==> src/rtl/ssha512_seq_pkg.sv <==
// ssha512_pkg: shared definitions for the SHA-512 sigma/Sum sequencer.
//   - request op encoding (2 bits, fully decoded)
//   - sequencer state enum (IDLE/LO/HI/RSP, or IDLE/CALC/RSP when
//     SSHA512_SEQ_DUAL_ALU_EN is defined)
//   - one-hot ALU select encoding and the op -> half-select helpers
package ssha512_pkg;

  localparam logic [1:0] SSHA512_OP_SIG0 = 2'd0;
  localparam logic [1:0] SSHA512_OP_SIG1 = 2'd1;
  localparam logic [1:0] SSHA512_OP_SUM0 = 2'd2;
  localparam logic [1:0] SSHA512_OP_SUM1 = 2'd3;

`ifdef SSHA512_SEQ_DUAL_ALU_EN
  typedef enum logic [1:0] {
    ST_IDLE = 2'd0,
    ST_CALC = 2'd1,
    ST_RSP  = 2'd2
  } state_e;

  // State entered on an accepted request.
  localparam state_e ST_FIRST = ST_CALC;
`else
  typedef enum logic [1:0] {
    ST_IDLE = 2'd0,
    ST_LO   = 2'd1,
    ST_HI   = 2'd2,
    ST_RSP  = 2'd3
  } state_e;

  localparam state_e ST_FIRST = ST_LO;
`endif

  // One-hot select for the 32-bit scalar datapath.
  typedef enum logic [5:0] {
    ALU_SIG0L = 6'b000001,
    ALU_SIG0H = 6'b000010,
    ALU_SIG1L = 6'b000100,
    ALU_SIG1H = 6'b001000,
    ALU_SUM0R = 6'b010000,
    ALU_SUM1R = 6'b100000
  } alu_sel_e;

  // Low-half select: used with rs1 = operand[31:0], rs2 = operand[63:32].
  function automatic alu_sel_e lo_sel(input logic [1:0] op);
    case (op)
      SSHA512_OP_SIG0: lo_sel = ALU_SIG0L;
      SSHA512_OP_SIG1: lo_sel = ALU_SIG1L;
      SSHA512_OP_SUM0: lo_sel = ALU_SUM0R;
      default:         lo_sel = ALU_SUM1R;
    endcase
  endfunction

  // High-half select: used with rs1 = operand[63:32], rs2 = operand[31:0].
  // Sum0/Sum1 are pure rotates, so the same op serves both halves once the
  // operand halves are swapped.
  function automatic alu_sel_e hi_sel(input logic [1:0] op);
    case (op)
      SSHA512_OP_SIG0: hi_sel = ALU_SIG0H;
      SSHA512_OP_SIG1: hi_sel = ALU_SIG1H;
      SSHA512_OP_SUM0: hi_sel = ALU_SUM0R;
      default:         hi_sel = ALU_SUM1R;
    endcase
  endfunction

endpackage

==> src/rtl/ssha512_seq_if.sv <==
// ssha512_seq_if: request/response handshake bundle of the sequencer.
//   req_valid/req_ready/req_op/req_lo/req_hi : request channel
//   flush                                     : abandon in-flight work
//   rsp_valid/rsp_ready/rsp_lo/rsp_hi         : response channel
//   busy                                      : sequencer not idle
// modport master = requester side, modport slave = sequencer side.
interface ssha512_seq_if;
  logic        req_valid;
  logic        req_ready;
  logic [1:0]  req_op;
  logic [31:0] req_lo;
  logic [31:0] req_hi;
  logic        flush;
  logic        rsp_valid;
  logic        rsp_ready;
  logic [31:0] rsp_lo;
  logic [31:0] rsp_hi;
  logic        busy;

  modport master (
    output req_valid, req_op, req_lo, req_hi, flush, rsp_ready,
    input  req_ready, rsp_valid, rsp_lo, rsp_hi, busy
  );

  modport slave (
    input  req_valid, req_op, req_lo, req_hi, flush, rsp_ready,
    output req_ready, rsp_valid, rsp_lo, rsp_hi, busy
  );
endinterface

==> src/rtl/ssha512_seq_alu.sv <==
// ssha512_alu: combinational 32-bit scalar SHA-512 half-word datapath.
//   rs1_i    [31:0] : "own" half of the 64-bit operand
//   rs2_i    [31:0] : other half of the 64-bit operand
//   sel_i    [5:0]  : one-hot op select (alu_sel_e order, bit0 = sig0l)
//   result_o [31:0] : selected function, 0 if no select bit is set
// All shifts are 32-bit logical shifts; terms combine with XOR only.
module ssha512_alu
  import ssha512_pkg::*;
(
  input  logic [31:0] rs1_i,
  input  logic [31:0] rs2_i,
  input  logic [5:0]  sel_i,
  output logic [31:0] result_o
);

  logic [31:0] sig0h, sig0l, sig1h, sig1l, sum0r, sum1r;

  // The "h" forms omit the term from the 64-bit logical shift (shr7/shr6),
  // which contributes nothing from the low word into the high word.
  assign sig0h = (rs1_i >> 1) ^ (rs1_i >> 7) ^ (rs1_i >> 8) ^
                 (rs2_i << 31) ^ (rs2_i << 24);
  assign sig0l = sig0h ^ (rs2_i << 25);
  assign sig1h = (rs1_i << 3) ^ (rs1_i >> 6) ^ (rs1_i >> 19) ^
                 (rs2_i >> 29) ^ (rs2_i << 13);
  assign sig1l = sig1h ^ (rs2_i << 26);
  assign sum0r = (rs1_i << 25) ^ (rs1_i << 30) ^ (rs1_i >> 28) ^
                 (rs2_i >> 7) ^ (rs2_i >> 2) ^ (rs2_i << 4);
  assign sum1r = (rs1_i << 23) ^ (rs1_i >> 14) ^ (rs1_i >> 18) ^
                 (rs2_i >> 9) ^ (rs2_i << 18) ^ (rs2_i << 14);

  assign result_o = ({32{sel_i[0]}} & sig0l) |
                    ({32{sel_i[1]}} & sig0h) |
                    ({32{sel_i[2]}} & sig1l) |
                    ({32{sel_i[3]}} & sig1h) |
                    ({32{sel_i[4]}} & sum0r) |
                    ({32{sel_i[5]}} & sum1r);

endmodule

==> src/rtl/ssha512_seq.sv <==
// ssha512_seq: valid/ready sequencer for the 64-bit SHA-512 sigma0, sigma1,
// Sum0 and Sum1 functions built on the 32-bit scalar datapath.
//   g_clk    : core clock
//   g_resetn : asynchronous active-low reset
//   bus      : ssha512_seq_if.slave (request, flush, response, busy)
// Build option SSHA512_SEQ_DUAL_ALU_EN: second ALU computes the high half in
// the same cycle as the low half (2-cycle latency instead of 3).
//
// state | meaning
// IDLE  | waiting for a request, req_ready high unless flush
// LO    | low result word computed and registered (single-ALU build)
// HI    | high result word computed and registered (single-ALU build)
// CALC  | both result words computed and registered (dual-ALU build)
// RSP   | result held with rsp_valid until rsp_ready or flush
module ssha512_seq
  import ssha512_pkg::*;
(
  input  logic         g_clk,
  input  logic         g_resetn,
  ssha512_seq_if.slave bus
);

  state_e      state_q, state_d;
  logic [1:0]  op_q, op_d;
  logic [31:0] lo_q, lo_d;
  logic [31:0] hi_q, hi_d;
  logic [31:0] rsp_lo_q, rsp_lo_d;
  logic [31:0] rsp_hi_q, rsp_hi_d;
  logic        req_ready;
  logic        accept;

  // flush masks the request side so a same-cycle request is simply ignored.
  assign req_ready = ~bus.flush &
                     ((state_q == ST_IDLE) | ((state_q == ST_RSP) & bus.rsp_ready));
  assign accept    = bus.req_valid & req_ready;

  assign bus.req_ready = req_ready;
  assign bus.rsp_valid = (state_q == ST_RSP);
  assign bus.busy      = (state_q != ST_IDLE);
  assign bus.rsp_lo    = rsp_lo_q;
  assign bus.rsp_hi    = rsp_hi_q;

`ifdef SSHA512_SEQ_DUAL_ALU_EN
  logic [31:0] res_lo, res_hi;
  logic [5:0]  sel_lo, sel_hi;

  assign sel_lo = lo_sel(op_q);
  assign sel_hi = hi_sel(op_q);

  ssha512_alu u_alu_lo (
    .rs1_i    (lo_q),
    .rs2_i    (hi_q),
    .sel_i    (sel_lo),
    .result_o (res_lo)
  );

  ssha512_alu u_alu_hi (
    .rs1_i    (hi_q),
    .rs2_i    (lo_q),
    .sel_i    (sel_hi),
    .result_o (res_hi)
  );
`else
  logic [31:0] alu_rs1, alu_rs2, alu_res;
  logic [5:0]  alu_sel;

  // Shared ALU: operand halves swap between the LO and HI passes.
  always_comb begin
    alu_rs1 = hi_q;
    alu_rs2 = lo_q;
    alu_sel = hi_sel(op_q);
    if (state_q == ST_LO) begin
      alu_rs1 = lo_q;
      alu_rs2 = hi_q;
      alu_sel = lo_sel(op_q);
    end
  end

  ssha512_alu u_alu (
    .rs1_i    (alu_rs1),
    .rs2_i    (alu_rs2),
    .sel_i    (alu_sel),
    .result_o (alu_res)
  );
`endif

  always_comb begin
    state_d  = state_q;
    op_d     = op_q;
    lo_d     = lo_q;
    hi_d     = hi_q;
    rsp_lo_d = rsp_lo_q;
    rsp_hi_d = rsp_hi_q;

    if (accept) begin
      op_d = bus.req_op;
      lo_d = bus.req_lo;
      hi_d = bus.req_hi;
    end

    case (state_q)
      ST_IDLE: begin
        if (accept) state_d = ST_FIRST;
      end
`ifdef SSHA512_SEQ_DUAL_ALU_EN
      ST_CALC: begin
        rsp_lo_d = res_lo;
        rsp_hi_d = res_hi;
        state_d  = ST_RSP;
      end
`else
      ST_LO: begin
        rsp_lo_d = alu_res;
        state_d  = ST_HI;
      end
      ST_HI: begin
        rsp_hi_d = alu_res;
        state_d  = ST_RSP;
      end
`endif
      ST_RSP: begin
        if (bus.rsp_ready) state_d = accept ? ST_FIRST : ST_IDLE;
      end
      default: state_d = ST_IDLE;
    endcase

    // Result registers keep their contents across a flush.
    if (bus.flush) state_d = ST_IDLE;
  end

  always_ff @(posedge g_clk or negedge g_resetn) begin
    if (!g_resetn) begin
      state_q  <= ST_IDLE;
      op_q     <= '0;
      lo_q     <= '0;
      hi_q     <= '0;
      rsp_lo_q <= '0;
      rsp_hi_q <= '0;
    end else begin
      state_q  <= state_d;
      op_q     <= op_d;
      lo_q     <= lo_d;
      hi_q     <= hi_d;
      rsp_lo_q <= rsp_lo_d;
      rsp_hi_q <= rsp_hi_d;
    end
  end

endmodule

==> src/flat_wrapper.sv <==
// flat-port wrapper written by rule: the top's interface ports become plain ports
module ssha512_seq_flat import ssha512_pkg::*;
  (g_clk, g_resetn, bus_req_valid, bus_req_op, bus_req_lo, bus_req_hi, bus_flush, bus_rsp_ready, bus_req_ready, bus_rsp_valid, bus_rsp_lo, bus_rsp_hi, bus_busy);
  ssha512_seq_if bus_i ();
  input  logic g_clk;
  input  logic g_resetn;
  input wire logic [$bits(bus_i.req_valid)-1:0] bus_req_valid;
  input wire logic [$bits(bus_i.req_op)-1:0] bus_req_op;
  input wire logic [$bits(bus_i.req_lo)-1:0] bus_req_lo;
  input wire logic [$bits(bus_i.req_hi)-1:0] bus_req_hi;
  input wire logic [$bits(bus_i.flush)-1:0] bus_flush;
  input wire logic [$bits(bus_i.rsp_ready)-1:0] bus_rsp_ready;
  output wire logic [$bits(bus_i.req_ready)-1:0] bus_req_ready;
  output wire logic [$bits(bus_i.rsp_valid)-1:0] bus_rsp_valid;
  output wire logic [$bits(bus_i.rsp_lo)-1:0] bus_rsp_lo;
  output wire logic [$bits(bus_i.rsp_hi)-1:0] bus_rsp_hi;
  output wire logic [$bits(bus_i.busy)-1:0] bus_busy;
  assign bus_i.req_valid = bus_req_valid;
  assign bus_i.req_op = bus_req_op;
  assign bus_i.req_lo = bus_req_lo;
  assign bus_i.req_hi = bus_req_hi;
  assign bus_i.flush = bus_flush;
  assign bus_i.rsp_ready = bus_rsp_ready;
  assign bus_req_ready = bus_i.req_ready;
  assign bus_rsp_valid = bus_i.rsp_valid;
  assign bus_rsp_lo = bus_i.rsp_lo;
  assign bus_rsp_hi = bus_i.rsp_hi;
  assign bus_busy = bus_i.busy;
  ssha512_seq u_core (.g_clk(g_clk), .g_resetn(g_resetn), .bus(bus_i));
endmodule
==> config.mk <==
export PLATFORM = sky130hd
export DESIGN_NAME = ssha512_seq_flat
export DESIGN_NICKNAME = d
export VERILOG_FILES = /design/src/rtl/ssha512_seq_pkg.sv /design/src/rtl/ssha512_seq_if.sv /design/src/rtl/ssha512_seq_alu.sv /design/src/rtl/ssha512_seq.sv /design/src/flat_wrapper.sv
export SDC_FILE = /design/constraint.sdc
export NUM_CORES = 1
export LEC_CHECK = 0
export BUFFER_PORTS_ARGS = -buffer_cell sky130_fd_sc_hd__buf_4
export CAP_MARGIN = 20
export CELL_PAD_IN_SITES_DETAIL_PLACEMENT = 1
export CELL_PAD_IN_SITES_GLOBAL_PLACEMENT = 2
export CORE_ASPECT_RATIO = 1.5
export CORE_UTILIZATION = 38
export DETAILED_ROUTE_END_ITERATION = 12
export HOLD_SLACK_MARGIN = 0.02
export PLACE_DENSITY_LB_ADDON = 0.1
export SYNTH_ARGS = -nofsm -noshare
export SYNTH_HDL_FRONTEND = slang
export SYNTH_SLANG_ARGS = --single-unit
==> constraint.sdc <==
create_clock -name g_clk -period 3.2 [get_ports g_clk]
set_input_delay 0.8 -clock g_clk [delete_from_list [all_inputs] [get_ports g_clk]]
set_output_delay 0.8 -clock g_clk [all_outputs]
set_load 0.005 [all_outputs]
=== Yosys cells after proc, flatten, opt, wreduce, memory -nomap -nowiden ===
Cells that the tools add are included.

* Equality and inequality tests: 7
* Muxes and demuxes: 10
* Bitwise gates (word level): 36
* Reduce and logical (&&, ||, !) cells: 4

{| class="wikitable"
|+ Operators by type and width
! cell !! count
|-
| $xor A32 B32 Y32 || 8
|-
| $and A32 B32 Y32 || 6
|-
| $or A32 B32 Y32 || 5
|-
| $mux W32 || 2
|-
| $pmux W6 S3 || 2
|-
| $xor A31 B32 Y32 || 1
|-
| $xor A32 B13 Y32 || 1
|-
| $xor A32 B14 Y32 || 1
|-
| $xor A32 B18 Y32 || 1
|-
| $xor A32 B23 Y32 || 1
|-
| $xor A32 B25 Y32 || 1
|-
| $xor A32 B26 Y32 || 1
|-
| $xor A32 B3 Y32 || 1
|-
| $xor A32 B30 Y32 || 1
|-
| $xor A32 B4 Y32 || 1
|-
| $xor A31 B24 Y31 || 1
|-
| $xor A31 B25 Y31 || 1
|-
| $pmux W2 S4 || 1
|-
| $eq A2 B2 Y1 const B || 3
|-
| $mux W2 || 3
|-
| $mux W6 || 1
|-
| $eq A2 B1 Y1 const B || 2
|-
| $logic_not A2 Y1 || 2
|-
| $and A1 B1 Y1 || 3
|-
| other kinds (7) || 7
|}

* Flip-flop bits (word level): 132
* Input port bits: 71
* Logic and storage cells: 63

=== Logic depth before layout (Yosys ltp) ===
* Depth in word-level cells: 13
* Depth in mapped cells: 11
* Mapped depth without buffers: 7

=== Cells and area by module ===
From an unflattened synthesis, not the netlist that was laid out.

* Cell total of the unflattened synthesis: 711
* Area, all modules: 9720.6 µm²

{| class="wikitable"
|+ Modules (own cells, without submodules)
! module !! instances !! cells each !! area each (µm²) !! sequential area each (µm²)
|-
| ssha512_seq || 1 || 373 || 6013.3 || 3303.2
|-
| ssha512_alu || 1 || 338 || 3707.3 || 0.0
|}

=== Worst setup path after synthesis ===
OpenSTA, ideal clock, no wires.

* Path type: reg-to-reg
* Start: register u_core.state_q[1]
* End: register u_core.rsp_hi_q[17] (netlist: u_core.bus.rsp_hi[17])
* Arrival: 2.111 ns
* Setup slack: 0.953 ns
* Stages on the path, launching flop included: 11
* Buffers on the path: 3
* Cell sequence: dfrtp_1 > inv_1 > ha_1 > buf_6 > buf_8 > buf_6 > mux2_2 > nand3_1 > mux2i_1 > a2111oi_2 > a21oi_1

* Longest elaborated chain between the ends: 13

{| class="wikitable"
|+ Ends and longest elaborated chain
! item !! RTL line !! text
|-
| start: declaration || ssha512_seq.sv:23 || <nowiki>state_e state_q, state_d;</nowiki>
|-
| start signal: assignment || ssha512_seq.sv:140 || <nowiki>state_q <= state_d;</nowiki>
|-
| $eq A2 B1 Y1 || ssha512_seq.sv:72 || <nowiki>if (state_q == ST_LO) begin</nowiki>
|-
| $mux W32 || ssha512_seq.sv:72 ||
|-
| $xor A31 B25 Y31 || ssha512_seq_alu.sv:20 || <nowiki>assign sig0h = (rs1_i >> 1) ^ (rs1_i >> 7) ^ (rs1_i >> 8) ^</nowiki>
|-
| $xor A31 B24 Y31 || ssha512_seq_alu.sv:20 ||
|-
| $xor A31 B32 Y32 || ssha512_seq_alu.sv:20 ||
|-
| $xor A32 B32 Y32 || ssha512_seq_alu.sv:21 || <nowiki>(rs2_i << 31) ^ (rs2_i << 24);</nowiki>
|-
| $xor A32 B32 Y32 || ssha512_seq_alu.sv:22 || <nowiki>assign sig0l = sig0h ^ (rs2_i << 25);</nowiki>
|-
| $and A32 B32 Y32 || ssha512_seq_alu.sv:31 || <nowiki>assign result_o = ({32{sel_i[0]}} & sig0l) |</nowiki>
|-
| $or A32 B32 Y32 || ssha512_seq_alu.sv:31 ||
|-
| $or A32 B32 Y32 || ssha512_seq_alu.sv:32 || <nowiki>({32{sel_i[1]}} & sig0h) |</nowiki>
|-
| $or A32 B32 Y32 || ssha512_seq_alu.sv:33 || <nowiki>({32{sel_i[2]}} & sig1l) |</nowiki>
|-
| $or A32 B32 Y32 || ssha512_seq_alu.sv:34 || <nowiki>({32{sel_i[3]}} & sig1h) |</nowiki>
|-
| $or A32 B32 Y32 || ssha512_seq_alu.sv:35 || <nowiki>({32{sel_i[4]}} & sum0r) |</nowiki>
|-
| end signal: assignment || ssha512_seq.sv:145 || <nowiki>rsp_hi_q <= rsp_hi_d;</nowiki>
|-
| end: declaration || ssha512_seq.sv:28 || <nowiki>logic [31:0] rsp_hi_q, rsp_hi_d;</nowiki>
|}

Parallel ways exist; a longest one is shown, timed or not.
A chain may end at the register's enable or synchronous reset.

=== Worst setup path in the final report ===
* Start: register u_core.state_q[1]
* End: register u_core.rsp_hi_q[27] (netlist: u_core.bus.rsp_hi[27])

The elaborated chain is that of the path after synthesis.

==> results.py <==
metrics = {
    "floorplan": {
        "die_h_um": 220,
        "start_util": 0.387,
        "die_w_um": 147,
        "design.core.area_um2": 31000,
        "die_area_um2": 32300,
        "io_pins": 138,
        "rows": 79,
    },
    "synth": {
        "ys_seq_area_frac": 0.275,
        "synth.distinct_cells": 57,
        "synth_area_leaders": "dfrtp_1 (28%), mux2i_1 (16%), xnor2_1 (15%)",
        "synth-seq-cells": 132,
        "yosysWarnings": 0,
        "postSynth.asyncResetShare": 1.00,
        "synth_cells": 1240,
        "synth_top_area_cell": "dfrtp_1",
        "netlist_area_um2": 12000,
        "synth_edf_count": 0,
        "avgSynthCellArea_um2": 9.68,
        "yosysTopAreaCellShare": 0.275,
        "synth_fp_nets": 1316,
        "synth_top_flop_cell": "dfrtp_1",
    },
    "clocking": {
        "cts.clk_slew.worst_paths_ns": 0.06,
        "clock_latency_ns": 0.45,
        "cts_hold_buffers": 0,
        "cts_buffers": 17,
        "clock_sinks": 132,
        "post_cts_buffers": 0,
        "clockBufferDepth": 2,
        "cts_max_level": 4,
        "cts_tree": "yes",
        "cts_root_buffer": "clkbuf_16",
    },
    "detailed_routing": {
        "drt_wl_total_um": 50800,
        "postRouteAntennaNets": 0,
        "vias": 10100,
        "wl_per_cell_um": 29.0,
        "drc_errors": 0,
        "drt_first_pass_iters": 5,
        "vias_per_cell": 5.74,
        "drtIter0Drc": 695,
    },
    "global_routing": {
        "grt_max_degree": 69,
        "met3_usage": 0.0474,
        "met2_usage": 0.544,
        "grt_pass1_vias": 10500,
        "grt_antenna_before_repair": 0,
        "grt_pass1_wl_um": 74400,
        "grt_busiest_layer": "met2",
        "track_usage": 0.325,
        "grt_use_met1": 0.387,
        "overflow": 0,
    },
    "place": {
        "place_area_um2": 13600,
        "place_congestion": 0.954,
        "dpl.hpwl_um": 38100,
        "port_buffers": 137,
    },
    "critical_path": {
        "worst_ep_arrival_time_ns": 3.54,
        "cp-start-kind": "flop",
        "worst-path-max-fanout": 18,
        "crit_family": "multiplexers",
        "cp_num_buf_inv": 3,
        "end_kind": "flop",
        "rrSetupSlack_ns": 0.03,
        "crit_type": "reg2reg",
        "cp.required_ns": 3.57,
        "cpPeakStageDelay_ns": 0.46,
        "slowest_stage": "mux2i_2",
        "cp_cell_sequence": "inv_1, ha_4, buf_12, mux2i_4, buf_4, xor2_1, mux2i_2, nor3_2, a41oi_1",
    },
    "job": {
        "cap_violations": 0,
    },
    "sta": {
        "fin_skew_ns": 0.0121,
        "rsz0062_at_grt": "no",
        "min_period_over_period": 0.991,
        "fmax_ghz": 0.315,
        "min_period_ns": 3.17,
        "slew_violations": 0,
        "slew_headroom": 0.320,
        "finalHoldViolations": 0,
        "finalSetupViolations": 0,
        "worstMarginPinSlew_ns": 1.02,
    },
    "finish": {
        "antenna_cells": 0,
        "synthToLayoutAreaGrowth_pct": 18.4,
        "nets": 1413,
        "stdcell_area_um2": 14200,
        "drive_gt1_frac": 0.276,
        "fillerInstances": 3514,
    },
    "min_path": {
        "min_path_type": "in2async",
    },
    "status": {
        "status": "complete, no violations",
    },
}
==> final timing paths <==
path / cells past startpoint / endpoint / startpoint
max: 9 / u_core.bus.rsp_hi[27]$_DFFE_PN0N_ / u_core.state_q[1]$_DFFE_PN0P_
min: 1 / u_core.lo_q[29]$_DFFE_PN0P_ / g_resetn
max reg2reg: 9 / u_core.bus.rsp_hi[27]$_DFFE_PN0N_ / u_core.state_q[1]$_DFFE_PN0P_
min reg2reg: 1 / u_core.hi_q[20]$_DFFE_PN0P_ / u_core.hi_q[20]$_DFFE_PN0P_
max in group asynchronous: 2 / u_core.lo_q[3]$_DFFE_PN0P_ / g_resetn
min in group g_clk: 1 / u_core.hi_q[20]$_DFFE_PN0P_ / u_core.hi_q[20]$_DFFE_PN0P_
==> repair_timing <==
item | in CTS | in global routing
hold endpoints to repair | 0 | 0
pin swaps | 0 | 0
cloned | 0 | 0
gates resized for setup | 1 | 3
setup endpoints to repair | 2 | 5
==> synthesized netlist by cell type (2+ instances only) <==
library cell	count
a2111oi_2	6
a22o_1	4
ha_1	5
buf_2	72
nand2b_1	13
mux2i_1	191
buf_6	6
xor2_1	35
inv_1	6
a31oi_1	14
o211a_1	11
xnor3_1	22
a211oi_1	10
and2_1	4
mux2i_2	5
nor4_1	12
nand3b_1	2
nand3_1	44
xor3_1	2
a22oi_1	2
clkbuf_1	52
nor3_1	2
buf_4	7
mux2i_4	4
nor2b_1	6
xnor2_1	211
a21oi_1	62
dfrtp_1	132
a41oi_1	2
a32o_1	5
nor2_1	77
nand2_1	94
o21ai_0	6
mux2_2	91
==> final cells by class <==
| type | instances | area, um^2 | area share |
|---|---|---|---|
| Tap cell | 405 | 507 | 0.0357 |
| Inverter | 8 | 32.5 | 0.00229 |
| Clock inverter | 13 | 160 | 0.0113 |
| Clock buffer | 18 | 439 | 0.0309 |
| Timing Repair Buffer | 216 | 1740 | 0.122 |
| Multi-Input combinational cell | 962 | 8020 | 0.565 |
| Sequential cell | 132 | 3300 | 0.233 |
==> logic make-up after synthesis <==
kind of cell / share of synthesized area
buffers and inverters: 0.0603
muxes: 0.259
DFF: 0.275
AOI/OAI and AO/OA: 0.0763
and+or+nand+nor: 0.0988
adders and majority gates: 0.00521
xor gates and xnor gates: 0.225
==> layer usage <==
metal	wire length, um	vias up
li1	-	4441
met1	20600	5142
met2	24500	358
met3	2310	131
met4	3430	0
met5	0	-
==> placed cells by master, fill, tap and decap left out, types with 5 or more instances in the layout <==
cell,instances
a2111oi_2,6
a211oi_1,10
a21oi_1,62
a31oi_1,14
a32o_1,5
buf_12,9
buf_4,206
clkbuf_16,17
dfrtp_1,132
inv_1,6
mux2_2,91
mux2i_1,189
mux2i_2,7
nand2_1,94
nand2b_1,13
nand3_1,44
nor2_1,77
nor4_1,11
o211a_1,11
o21ai_0,6
xnor2_1,211
xnor3_1,22
xor2_1,35
==> metrics by stage <==
| step | hold slack (ns) | setup WS (ns) | setup TNS (ns) | utilization | cells |
|---|---|---|---|---|---|
| after CTS | 0.370 | 0.0431 | 0 | 0.457 | 1754 |
| after global placement | 0.493 | -0.00509 | -0.0101 | 0.438 | 1723 |
| after floorplan | 0.504 | 0.953 | 0 | - | 1240 |
| final | 0.367 | 0.0287 | 0 | 0.458 | 1754 |
| after global routing | 0.403 | 0.0367 | 0 | 0.458 | 1754 |
| after detailed placement | 0.507 | -0.0325 | -0.0527 | 0.438 | 1723 |
==> sequential cells by signal, summed over array words and instances (netlist names) <==
register	count
u_core.bus.rsp_hi	32
u_core.bus.rsp_lo	32
u_core.hi_q	32
u_core.lo_q	32
u_core.op_q	2
u_core.state_q	2
Power is left out: the tool's default activity adds up to more than one toggle a clock period on the data nets, which glitch-free logic cannot reach.
